File: config.mk
export PLATFORM = sky130hd
export DESIGN_NAME = avm_copy_master
export DESIGN_NICKNAME = d
export VERILOG_FILES = /design/src/rtl/avm_copy_pkg.sv /design/src/rtl/avm_copy_master.sv
export SDC_FILE = /design/constraint.sdc
export NUM_CORES = 1
export LEC_CHECK = 0
export BUFFER_PORTS_ARGS = -buffer_cell sky130_fd_sc_hd__buf_2
export CORE_MARGIN = 8
export CORE_UTILIZATION = 25
export DETAILED_ROUTE_END_ITERATION = 12
export GPL_TIMING_DRIVEN = 0
export PLACE_DENSITY_LB_ADDON = 0.1
export SYNTH_ARGS = -nofsm -noshare
export SYNTH_HDL_FRONTEND = slang
export SYNTH_SLANG_ARGS = --single-unit
File: constraint.sdc
create_clock -name clk -period 4 [get_ports clk]
set_input_delay 0.6 -clock clk [delete_from_list [all_inputs] [get_ports clk]]
set_output_delay 0.6 -clock clk [all_outputs]
set_load 0.02 [all_outputs]
File: src/rtl/avm_copy_pkg.sv
// avm_copy_master shared types and defaults.
// Copy-engine FSM encoding and parameter defaults.
package avm_copy_pkg;

  typedef enum logic [1:0] {
    IDLE,
    RD_REQ,
    RD_WAIT,
    WR_REQ
  } copy_state_t;

  localparam int unsigned DEF_STRIDE = 4;
  localparam int unsigned DEF_CNT_W  = 16;

endpackage

File: src/rtl/avm_copy_master.sv
// Avalon-MM block copy initiator.
// One word at a time: read src+i*STRIDE, then write dst+i*STRIDE.
module avm_copy_master
  import avm_copy_pkg::*;
#(
  parameter int unsigned STRIDE = DEF_STRIDE,
  parameter int unsigned CNT_W  = DEF_CNT_W
) (
  input  logic             clk,
  input  logic             rst_n,
  input  logic             en,
  output logic             rdy,
  input  logic [31:0]      src_addr,
  input  logic [31:0]      dst_addr,
  input  logic [CNT_W-1:0] nwords,
  input  logic             master_waitrequest,
  output logic [31:0]      master_address,
  output logic             master_read,
  input  logic [31:0]      master_readdata,
  input  logic             master_readdatavalid,
  output logic             master_write,
  output logic [31:0]      master_writedata
);

  copy_state_t      state_q;
  copy_state_t      state_d;
  logic [31:0]      src_q;
  logic [31:0]      dst_q;
  logic [CNT_W-1:0] n_q;
  logic [CNT_W-1:0] i_q;
  logic [CNT_W-1:0] i_inc;
  logic [31:0]      wdata_q;
  logic [31:0]      base;
  logic [31:0]      off;
  logic             last;

  assign i_inc = i_q + CNT_W'(1);
  assign last  = (i_inc == n_q);
  assign off   = 32'(i_q) * 32'(STRIDE);

  // One adder shared by read and write addressing.
  assign master_address   = base + off;
  assign master_writedata = wdata_q;

  // State register.
  always_ff @(posedge clk or negedge rst_n) begin
    if (!rst_n) begin
      state_q <= IDLE;
    end else begin
      state_q <= state_d;
    end
  end

  // Job capture, word counter and write-data holding register.
  always_ff @(posedge clk or negedge rst_n) begin
    if (!rst_n) begin
      src_q   <= '0;
      dst_q   <= '0;
      n_q     <= '0;
      i_q     <= '0;
      wdata_q <= '0;
    end else begin
      unique case (1'b1)
        (state_q == IDLE) && en: begin
          src_q <= src_addr;
          dst_q <= dst_addr;
          n_q   <= nwords;
          i_q   <= '0;
        end
        (state_q == RD_WAIT) && master_readdatavalid: begin
          wdata_q <= master_readdata;
        end
        (state_q == WR_REQ) && !master_waitrequest: begin
          i_q <= i_inc;
        end
        default: ;
      endcase
    end
  end

  // Next-state decode.
  always_comb begin
    state_d = state_q;
    unique case (state_q)
      IDLE: begin
        if (en && (nwords != '0)) state_d = RD_REQ;
      end
      RD_REQ: begin
        if (!master_waitrequest) state_d = RD_WAIT;
      end
      RD_WAIT: begin
        if (master_readdatavalid) state_d = WR_REQ;
      end
      WR_REQ: begin
        if (!master_waitrequest) begin
          state_d = last ? IDLE : RD_REQ;
        end
      end
      default: state_d = IDLE;
    endcase
  end

  // Outputs decoded from state only.
  always_comb begin
    rdy          = 1'b0;
    master_read  = 1'b0;
    master_write = 1'b0;
    base         = src_q;
    unique case (state_q)
      IDLE:    rdy = 1'b1;
      RD_REQ:  master_read = 1'b1;
      RD_WAIT: ;
      WR_REQ: begin
        master_write = 1'b1;
        base         = dst_q;
      end
      default: ;
    endcase
  end

endmodule

==> qor.csv, run 1 <==
metric;value;unit
result of the run;finished with violations;
failing checks;setup timing;
final setup slack of the worst path;-0.0244;ns
per-cell routed wire length;17.9;µm
diodes inserted;0;
Net Sw Frac;40.1;%
Vias;5693;
DRC violation total after the first TritonRoute iteration;217;
cell area after technology mapping;7160;µm²
transition time of the tightest slew-check pin;0.922;ns
maximum count of clock buffers along a single path;2;
share of power burned in combinational logic;51.9;%
clock root cell;sky130_fd_sc_hd__clkbuf_16;
share of cells above drive strength 1;51.9;%
startpoint class of the critical path;register;
Initial Util;25.2;%
total power divided by cell area;825;nW/µm²
fill cell instance count of the final layout;2926;
P&R area growth vs syn;39.4;%
Sequential Power Share;28.3;%
Total Negative Setup Slacks;-0.0568;ns
pre-CTS setup slack;-0.985;ns
synthesis-stage register bit count;130;
post-CTS clock slew at the launch and capture registers of the worst setup and hold paths;0.06;ns
final worst path period share;101;%
TritonCTS clock tree;yes;
DR DRC count;0;
global route overflow;0;
sequential share of the synthesized area;45.4;%
proportion of register bits with asynchronous set or reset after synthesis;100;%
# setup viols final;5;
Hold Fails Final Rpt;0;
startpoint of the lowest-slack register-to-register path;state_q[0];
IO Pins;184;
RSZ-0062 raised after global routing;true;
antenna violations before repair;2;
Worst Setup Path Type;reg2out;
most common flop cell mapped by yosys;sky130_fd_sc_hd__dfrtp_1;
worst slew margin relative to its limit;38.5;%
chip height;185;µm
number of detailed-route iterations in the first pass;6;
Power, Total;8.24;mW
number of global-route vias before repair;6049;
HPWL after DPL;17000;µm
aggregate global-route resource usage;13.4;%
count of flip-flops with a built-in enable after synthesis;0;
clock skew;0.00859;ns
total clock sinks;130;
Net Switching;3.30;mW
post-placement cell area;8710;µm²
# port buffers;183;
filler-free cell count of the finished design;1257;
class of the tightest hold or removal check;in2async;
internal power summed over all cells;4.94;mW
Rows;62;
wire length of the first global-routing pass;35100;µm
maxcap violations;0;
fin. max-slew vios;0;
die area;34300;µm²
power share of the clock group;19.8;%
cell leakage power;4.36;nW
Cell Count Post-Placement;1199;
vias per inst;4.53;
number of cells produced by synthesis;631;
final design area excluding fillers;9980;µm²
Die Wd;185;µm
post-synthesis cell type count;62;
clock latency on the worst-skew pair;0.42;ns
number of buffers inserted during clock tree synthesis;17;
Final nets;1000;
maximum number of pins on one net before global-route repair;88;
Max Clock Freq;0.248;GHz
shortest period the worst path allows;4.02;ns
RD Place Congestion;0.770;
number of warnings printed during yosys synthesis;0;
peak supply drop;0.350;mV
floorplan core area;28500;µm²
leading cell type in the layout, fill and taps excluded;sky130_fd_sc_hd__buf_2;
Post-DRT Antenna Nets;0;
crit path max fanout;6;
Avg Synthesized Cell Area;11.4;µm²
required time at the endpoint of the critical path;3.40;ns
Crit. End Element;output pin;
commonest cells after routing, fill and taps aside;169 x sky130_fd_sc_hd__buf_2, 130 x sky130_fd_sc_hd__mux2_2, 129 x sky130_fd_sc_hd__dfrtp_1;
maximum level of the CTS H-tree;4;
startpoint of the most critical setup path;state_q[0];
arrival time reported for the critical path endpoint;3.42;ns
syn_nets;770;
drt total wl;22500;µm
power by group through the flow:
| stage | Sequential (mW) | Combinational, mW | Clock, mW |
|---|---|---|---|
| 2_1_floorplan | 2.44 | 2.56 | 0 |
| 3_3_place_gp | 2.34 | 3.87 | 0 |
| 3_5_place_dp | 2.34 | 3.87 | 0 |
| 4_1_cts | 2.33 | 4.23 | 1.69 |
| 5_1_grt | 2.42 | 4.68 | 1.75 |
| 6_report | 2.33 | 4.28 | 1.63 |
layout make-up:
class / count / area, µm² / area share, %
Tap cell: 384 / 480 / 4.81
Sequential cell: 130 / 3250 / 32.6
Clock buffer: 21 / 480 / 4.81
Multi-Input combinational cell: 463 / 4200 / 42.1
Inverter: 14 / 52.6 / 0.526
Buffer: 21 / 119 / 1.19
Clock inverter: 10 / 124 / 1.24
Timing Repair Buffer: 214 / 1270 / 12.7
worst max-delay path, cell delays in order (launching register included):
cell and delay [ns]:
sky130_fd_sc_hd__dfrtp_2 0.42, sky130_fd_sc_hd__ha_4 0.20, sky130_fd_sc_hd__buf_12 0.16, sky130_fd_sc_hd__buf_8 0.13, sky130_fd_sc_hd__mux2_4 0.31, sky130_fd_sc_hd__ha_4 0.29, sky130_fd_sc_hd__nand3_4 0.06, sky130_fd_sc_hd__nand2b_4 0.14
sky130_fd_sc_hd__or4_4 0.42, sky130_fd_sc_hd__o221ai_4 0.30, sky130_fd_sc_hd__buf_6 0.15, sky130_fd_sc_hd__nand3_2 0.08, sky130_fd_sc_hd__xor2_2 0.18, sky130_fd_sc_hd__buf_6 0.14
through the flow:
| step | util, % | hold WS, ns |
|---|---|---|
| finish | 35.1 | 0.0959 |
| global route | 35.1 | 0.114 |
| CTS | 34.3 | 0.0956 |
| detailed placement | 30.6 | 0.489 |
| global placement | 30.5 | 0.482 |
| floorplan | - | 0.304 |
flip-flops by register name (all words and copies together), names as in the netlist:
register	cells
i_q	16
state_q	2
src_q	32
n_q	16
master_writedata	32
dst_q	32
timing repair:
action / CTS / global route
pin swaps: 21 / 16
buffers inserted: 21 / 9
hold buffers: 0 / 0
gates resized for setup: 68 / 37
endpoints found under the setup margin: 29 / 21
cells by family (layout without fill, tap and decap cells):
family / Yosys count / after routing / share of synthesized area [%]
AOI/OAI and AO/OA: 107 / 107 / 9.82
muxes: 144 / 144 / 22.5
and+or+nand+nor: 142 / 142 / 10.3
xor gates and xnor gates: 48 / 48 / 5.87
buffers and inverters: 38 / 280 / 2.13
DFF: 130 / 130 / 45.4
adders and majority gates: 22 / 22 / 3.95
synth_stat cells (3+ instances only):
| master | n | share of area (%) |
|---|---|---|
| sky130_fd_sc_hd__mux2_2 | 135 | 21 |
| sky130_fd_sc_hd__dfrtp_1 | 130 | 45 |
| sky130_fd_sc_hd__nand2_1 | 38 | 2.0 |
| sky130_fd_sc_hd__xnor2_1 | 34 | 4.2 |
| sky130_fd_sc_hd__nor2_1 | 31 | 1.6 |
| sky130_fd_sc_hd__a21oi_1 | 26 | 1.8 |
| sky130_fd_sc_hd__o21ai_0 | 26 | 1.8 |
| sky130_fd_sc_hd__nand3_1 | 22 | 1.5 |
| sky130_fd_sc_hd__ha_1 | 21 | 3.7 |
| sky130_fd_sc_hd__inv_1 | 14 | 0.73 |
| sky130_fd_sc_hd__xor2_1 | 14 | 1.7 |
| sky130_fd_sc_hd__clkbuf_1 | 13 | 0.68 |
| sky130_fd_sc_hd__o31ai_1 | 10 | 1.0 |
| sky130_fd_sc_hd__mux2i_1 | 9 | 1.3 |
| sky130_fd_sc_hd__buf_2 | 7 | 0.49 |
| sky130_fd_sc_hd__a21o_1 | 6 | 0.63 |
| sky130_fd_sc_hd__nor4_1 | 6 | 0.52 |
| sky130_fd_sc_hd__nand2b_1 | 5 | 0.44 |
| sky130_fd_sc_hd__nand3b_1 | 5 | 0.52 |
| sky130_fd_sc_hd__nand4_1 | 5 | 0.44 |
| sky130_fd_sc_hd__and3_1 | 4 | 0.35 |
| sky130_fd_sc_hd__nor3_1 | 4 | 0.28 |
| sky130_fd_sc_hd__o21ai_1 | 4 | 0.28 |
| sky130_fd_sc_hd__o221ai_1 | 4 | 0.49 |
| sky130_fd_sc_hd__a31oi_1 | 3 | 0.26 |
| sky130_fd_sc_hd__and2_1 | 3 | 0.26 |
| sky130_fd_sc_hd__buf_1 | 3 | 0.16 |
| sky130_fd_sc_hd__nand4b_1 | 3 | 0.37 |
| sky130_fd_sc_hd__nor2b_1 | 3 | 0.26 |
| sky130_fd_sc_hd__o21a_1 | 3 | 0.31 |
| sky130_fd_sc_hd__o22ai_1 | 3 | 0.26 |
routing by layer:
metal	vias to the layer above	wire (µm)	share of wire, %	GRT usage [%]
met4	4	408	1.8	4.93
li1	2774	-	-	-
met3	29	1610	7.1	5.12
met5	-	16	0.071	0
met2	151	9970	44	20.2
met1	2735	10500	47	17.3
worst paths after layout:
path,to,slack [ns],cells past startpoint
worst max-delay path,master_address[31],-0.02,13
min in group clk,dst_q[4],0.40,2
worst min register to register,master_writedata[6],0.50,1
worst max register to register,src_q[1],1.45,6
max in group asynchronous,src_q[13],3.10,2
worst min-delay path,master_writedata[15],0.1,1
No activity file was read; power rests on OpenSTA's default activity.
==> inputs of run 2 (changes only) <==
BUFFER_PORTS_ARGS = unset   (was -buffer_cell sky130_fd_sc_hd__buf_2)
DONT_BUFFER_PORTS = 1   (was unset)
==> run 2 against run 1 <==
The run still ends with setup timing left; register-to-register slack got worse by 0.16 ns; clock skew is 0.0016 ns lower; worst setup slack worse by 0.079 ns; sequential cell count unchanged; sequential power is 12% higher; highest routed layer is now met4; final area down 4.4%; routed wire length is 2.2% higher; final cell count fell by 14%; clock power is essentially flat; global-route usage down 0.11 points.
==> qor.csv, run 2 (synthesized netlist as in run 1, its figures left out) <==
metric;value;unit;change
result of the run;finished with violations;;
failing checks;setup timing;;
wire length of the first global-routing pass;34400;µm;-1.9%
total power divided by cell area;877;nW/µm²;+6.3%
share of cells above drive strength 1;43.9;%;-8.0 points
floorplan core area;28500;µm²;unchanged
diodes inserted;0;;unchanged
clock latency on the worst-skew pair;0.42;ns;about the same
Crit. End Element;output pin;;
cell leakage power;3.79;nW;-13%
TritonCTS clock tree;yes;;
clock skew;0.00702;ns;-0.00157 ns
Initial Util;25.2;%;unchanged
fill cell instance count of the final layout;2828;;-3.3%
peak supply drop;0.294;mV;-16%
commonest cells after routing, fill and taps aside;129 x sky130_fd_sc_hd__dfrtp_1, 125 x sky130_fd_sc_hd__mux2_2, 33 x sky130_fd_sc_hd__nand2_1, 33 x sky130_fd_sc_hd__buf_4, 29 x sky130_fd_sc_hd__nor2_1;;
maximum level of the CTS H-tree;4;;unchanged
vias per inst;4.80;;+6.0%
cells along the critical path;ha_4, buf_12, buf_12, mux2_4, ha_4, a21o_1, nand3_1, o21ai_4, o211ai_1, buf_4, a211o_1, a32oi_4;;
total clock sinks;130;;unchanged
RD Place Congestion;0.842;;+9.4%
worst slew margin relative to its limit;39.3;%;+0.73 points
area used by multi-input combinational logic;4630;µm²;+10%
global route overflow;0;;unchanged
crit path max fanout;9;;+3
transition time of the tightest slew-check pin;0.911;ns;-0.0110 ns
Util after Layout;33.5;%;-1.6 points
Cell Count Post-Placement;1015;;-15%
leading cell type in the layout, fill and taps excluded;sky130_fd_sc_hd__dfrtp_1;;
slowest stage cell on the critical path;sky130_fd_sc_hd__dfrtp_2;;
arrival time reported for the critical path endpoint;3.50;ns;+0.08 ns
post-CTS clock slew at the launch and capture registers of the worst setup and hold paths;0.07;ns;about the same
per-cell routed wire length;21.2;µm;+19%
filler-free cell count of the finished design;1084;;-14%
Die Wd;185;µm;unchanged
IO Pins;184;;unchanged
required time at the endpoint of the critical path;3.40;ns;about the same
shortest period the worst path allows;4.10;ns;+0.0787 ns
DR DRC count;0;;unchanged
drt total wl;23000;µm;+2.2%
startpoint class of the critical path;register;;
Rows;62;;unchanged
maximum number of pins on one net before global-route repair;131;;+49%
Worst Setup Path Type;reg2out;;
aggregate global-route resource usage;13.3;%;-0.11 points
maximum count of clock buffers along a single path;2;;unchanged
chip height;185;µm;unchanged
Final nets;826;;-17%
Max Clock Freq;0.244;GHz;-1.9%
number of buffers inserted during clock tree synthesis;17;;unchanged
antenna violations before repair;0;;-2
final worst path period share;103;%;+2.0 points
clock root cell;sky130_fd_sc_hd__clkbuf_16;;
# port buffers;0;;-100%
longest individual stage delay on the worst path;0.42;ns;about the same
class of the tightest hold or removal check;in2async;;
fin. max-slew vios;0;;unchanged
Total Negative Setup Slacks;-0.673;ns;-0.617 ns
number of detailed-route iterations in the first pass;4;;-2
storage element area;3250;µm²;unchanged
maxcap violations;0;;unchanged
RSZ-0062 raised after global routing;true;;
DRC violation total after the first TritonRoute iteration;207;;-4.6%
Power, Total;8.37;mW;+1.5%
Hold Fails Final Rpt;0;;unchanged
pre-CTS setup slack;-1.03;ns;-0.0462 ns
Post-DRT Antenna Nets;0;;unchanged
P&R area growth vs syn;33.2;%;
final setup slack of the worst path;-0.103;ns;-0.0787 ns
# setup viols final;13;;+8
Vias;5202;;-8.6%
die area;34300;µm²;unchanged
HPWL after DPL;16600;µm;-2.4%
number of global-route vias before repair;5580;;-7.8%
[run 2: timing repair]
action | in CTS | in global routing
gates cloned | 1 | 0
hold buffers | 1 | 0
pin swaps | 28 | 22
buffers inserted | 26 | 13
gates resized for setup | 110 | 36
endpoints found under the setup margin | 29 | 24
endpoints found under the hold margin | 130 | 0
[run 2: metal layers]
metal	part of all wire, %	track usage [%]
met1	44	16.4
met2	47	21.0
met3	7.7	5.71
met4	1.3	3.87
met5	0	0
[run 2: report_power, final]
part           leakage [nW]  internal (mW)  switching [mW]
clock                 0.286          0.957           0.682
combinational          1.94           1.98            2.14
sequential             1.57           1.92           0.686
[run 2: area by class of cell]
type / instances / area share [%]
multi-input combinational: 463 / 48.6
clock buffer: 18 / 4.60
clock inverter: 14 / 1.76
tap: 384 / 5.04
inverter: 14 / 0.551
sequential: 130 / 34.1
buffer: 21 / 1.38
timing repair buffer: 40 / 3.99
[run 2: path summary, 6_finish.rpt]
check	startpoint	end	slack [ns]	cells past startpoint
setup / recovery	state_q[0]	master_address[24]	-0.10	12
hold / removal	rst_n	master_writedata[19]	0.13	1
setup reg to reg	state_q[1]	src_q[0]	1.29	6
hold reg to reg	dst_q[0]	dst_q[0]	0.50	1
max in group asynchronous	rst_n	dst_q[10]	3.31	1
min in group clk	master_readdata[27]	master_writedata[27]	0.32	1
[run 2: metrics by stage]
| stage | cell area, µm² | hold slack (ns) |
|---|---|---|
| 6_report | 9540 | 0.126 |
| 5_1_grt | 9540 | 0.177 |
| 3_3_place_gp | 7760 | 0.316 |
| 2_1_floorplan | 7280 | 0.304 |
| 3_5_place_dp | 7760 | 0.315 |
| 4_1_cts | 9260 | 0.189 |
[run 2: critical path: cells and delay by family (launching register included)]
family / cells / cell delay (ns)
buf+inv: 3 / 0.48
flops: 1 / 0.42
simple gates: 1 / 0.17
mux: 1 / 0.32
compound gates: 5 / 1.14
fa+ha+maj: 2 / 0.52
==> inputs of run 3 (changes only) <==
clock period = 5 ns   (was 4 ns; I/O delays follow)
==> run 3 against run 2 <==
Largest power group unchanged; non-clock buffer count down 27; critical path type unchanged; power down 27%; critical path depth shrank 1; register-to-register slack better by 1.0 ns; the flow now finishes without violations; die area unchanged.
==> qor.csv, run 3 (synthesized netlist as in run 1, its figures left out) <==
metric;value;unit;change
result of the run;complete, no violations;;
Post-DRT Antenna Nets;0;;unchanged
crit path max fanout;19;;+10
clock skew;0.00961;ns;+0.00259 ns
antenna violations before repair;0;;unchanged
cell leakage power;3.52;nW;-7.3%
share of cells above drive strength 1;33.7;%;-10 points
Max Clock Freq;0.210;GHz;
Final nets;799;;-3.3%
required time at the endpoint of the critical path;4.25;ns;+0.85 ns
startpoint class of the critical path;register;;
# port buffers;0;;unchanged
Die Wd;185;µm;unchanged
post-placement cell area;7640;µm²;-1.5%
leading cell type in the layout, fill and taps excluded;sky130_fd_sc_hd__mux2_2;;
post-CTS clock slew at the launch and capture registers of the worst setup and hold paths;0.06;ns;about the same
cell count of the worst reg-to-reg path;7;;+1
RD Place Congestion;0.813;;-3.5%
fin. max-slew vios;0;;unchanged
diodes inserted;0;;unchanged
maximum count of clock buffers along a single path;2;;unchanged
Worst Setup Path Type;reg2out;;
arrival time reported for the critical path endpoint;4.02;ns;+0.52 ns
transition time of the tightest slew-check pin;0.809;ns;-0.103 ns
Initial Util;25.2;%;unchanged
Hold WS;0.0365;ns;-0.0891 ns
global route overflow;0;;unchanged
Met3 Wirelength;1810;µm;+1.3%
floorplan core area;28500;µm²;unchanged
worst reg2reg setup slack;2.31;ns;+1.02 ns
DR DRC count;0;;unchanged
shortest period the worst path allows;4.77;ns;
aggregate global-route resource usage;13.2;%;-0.19 points
peak supply drop;0.217;mV;-26%
chip height;185;µm;unchanged
Power, Total;6.10;mW;-27%
maxcap violations;0;;unchanged
number of detailed-route iterations in the first pass;4;;unchanged
Vias;5083;;-2.3%
slowest stage cell on the critical path;sky130_fd_sc_hd__or4_4;;
maximum number of pins on one net before global-route repair;121;;-7.6%
IO Pins;184;;unchanged
final worst path period share;95.4;%;
Crit Reg-Reg Endpoint;src_q[1];;
drt total wl;22100;µm;-3.9%
# setup viols final;0;;-13
total clock sinks;130;;unchanged
per-cell routed wire length;20.9;µm;-1.5%
metal1 wirelength;9410;µm;-6.3%
clock latency on the worst-skew pair;0.41;ns;about the same
maximum level of the CTS H-tree;4;;unchanged
cells along the critical path;ha_4, buf_8, buf_12, buf_4, mux2_2, ha_1, nand2_1, or4_4, o221ai_4, nand4_1, xor2_2;;
total power divided by cell area;700;nW/µm²;-20%
Rows;62;;unchanged
Crit. End Element;output pin;;
number of buffers inserted during clock tree synthesis;17;;unchanged
Hold Fails Final Rpt;0;;unchanged
die area;34300;µm²;unchanged
class of the tightest hold or removal check;in2async;;
startpoint of the lowest-slack register-to-register path;state_q[1];;
final design area excluding fillers;8720;µm²;-8.6%
number of global-route vias before repair;5584;;+0.072%
Total Negative Setup Slacks;0;ns;+0.673 ns
DRC violation total after the first TritonRoute iteration;246;;+19%
HPWL after DPL;16600;µm;-0.34%
longest individual stage delay on the worst path;0.56;ns;+0.14 ns
RSZ-0062 raised after global routing;false;;
wire length of the first global-routing pass;33900;µm;-1.5%
P&R area growth vs syn;21.7;%;
Util after Layout;30.6;%;-2.9 points
commonest cells after routing, fill and taps aside;135 x sky130_fd_sc_hd__mux2_2, 129 x sky130_fd_sc_hd__dfrtp_1, 37 x sky130_fd_sc_hd__nand2_1;;
clock root cell;sky130_fd_sc_hd__clkbuf_16;;
highest layer used for signal routing;met4;;
vias per inst;4.81;;+0.21%
TritonCTS clock tree;yes;;
routed wl met2;10600;µm;-2.3%
worst slew margin relative to its limit;46.1;%;+6.8 points
## run 3: through the flow
stage,std cells,setup slack [ns]
global route,1057,0.0295
floorplan,631,0.429
finish,1057,0.228
CTS,1055,0.00391
detailed placement,1015,-0.925
global placement,1015,-0.855
## run 3: worst max-delay path, delay by kind of cell (launching register included)
family | cells | cell delay [ns]
simple gates | 3 | 0.91
flops | 1 | 0.39
xor+xnor | 1 | 0.35
buf+inv | 3 | 0.58
mux | 1 | 0.38
fa+ha+maj | 2 | 0.65
compound gates | 1 | 0.33
## run 3: worst max-delay path by stage
stage	slack, ns	startpoint	to
after floorplan	0.43	state_q[0]	master_address[25]
after global placement	-0.85	state_q[0]	master_address[16]
after detailed placement	-0.92	state_q[0]	master_address[16]
after CTS	0.004	state_q[1]	master_address[16]
after global routing	0.03	state_q[1]	master_address[29]
final	0.23	state_q[1]	master_address[29]
## run 3: power breakdown
group          switching, mW  internal (mW)  leakage, nW  total [mW]
Clock                  0.512          0.856        0.307        1.37
Combinational           1.46           1.21         1.64        2.67
Sequential             0.528           1.54         1.57        2.07
Total                   2.50           3.61         3.52        6.10
## run 3: routing by layer
layer | GRT usage, % | up-vias
li1 | - | 2373
met1 | 15.8 | 2529
met2 | 21.4 | 161
met3 | 5.43 | 20
met4 | 3.36 | 0
met5 | 0 | -
## run 3: final cells by class
type | count | area, µm²
Timing Repair Buffer | 12 | 100
Fill cell | 2934 | 19700
Sequential cell | 130 | 3250
Multi-Input combinational cell | 463 | 4060
Buffer | 22 | 134
Clock inverter | 14 | 201
Tap cell | 384 | 480
Clock buffer | 18 | 439
Inverter | 14 | 52.6
## run 3: what timing repair did
action,4_1_cts,5_1_grt
hold buffers,3,1
endpoints found under the hold margin,4,3
resized for setup,41,23
pin swaps,6,10
gates cloned,0,0
setup buffers,6,2
setup endpoints to repair,28,18
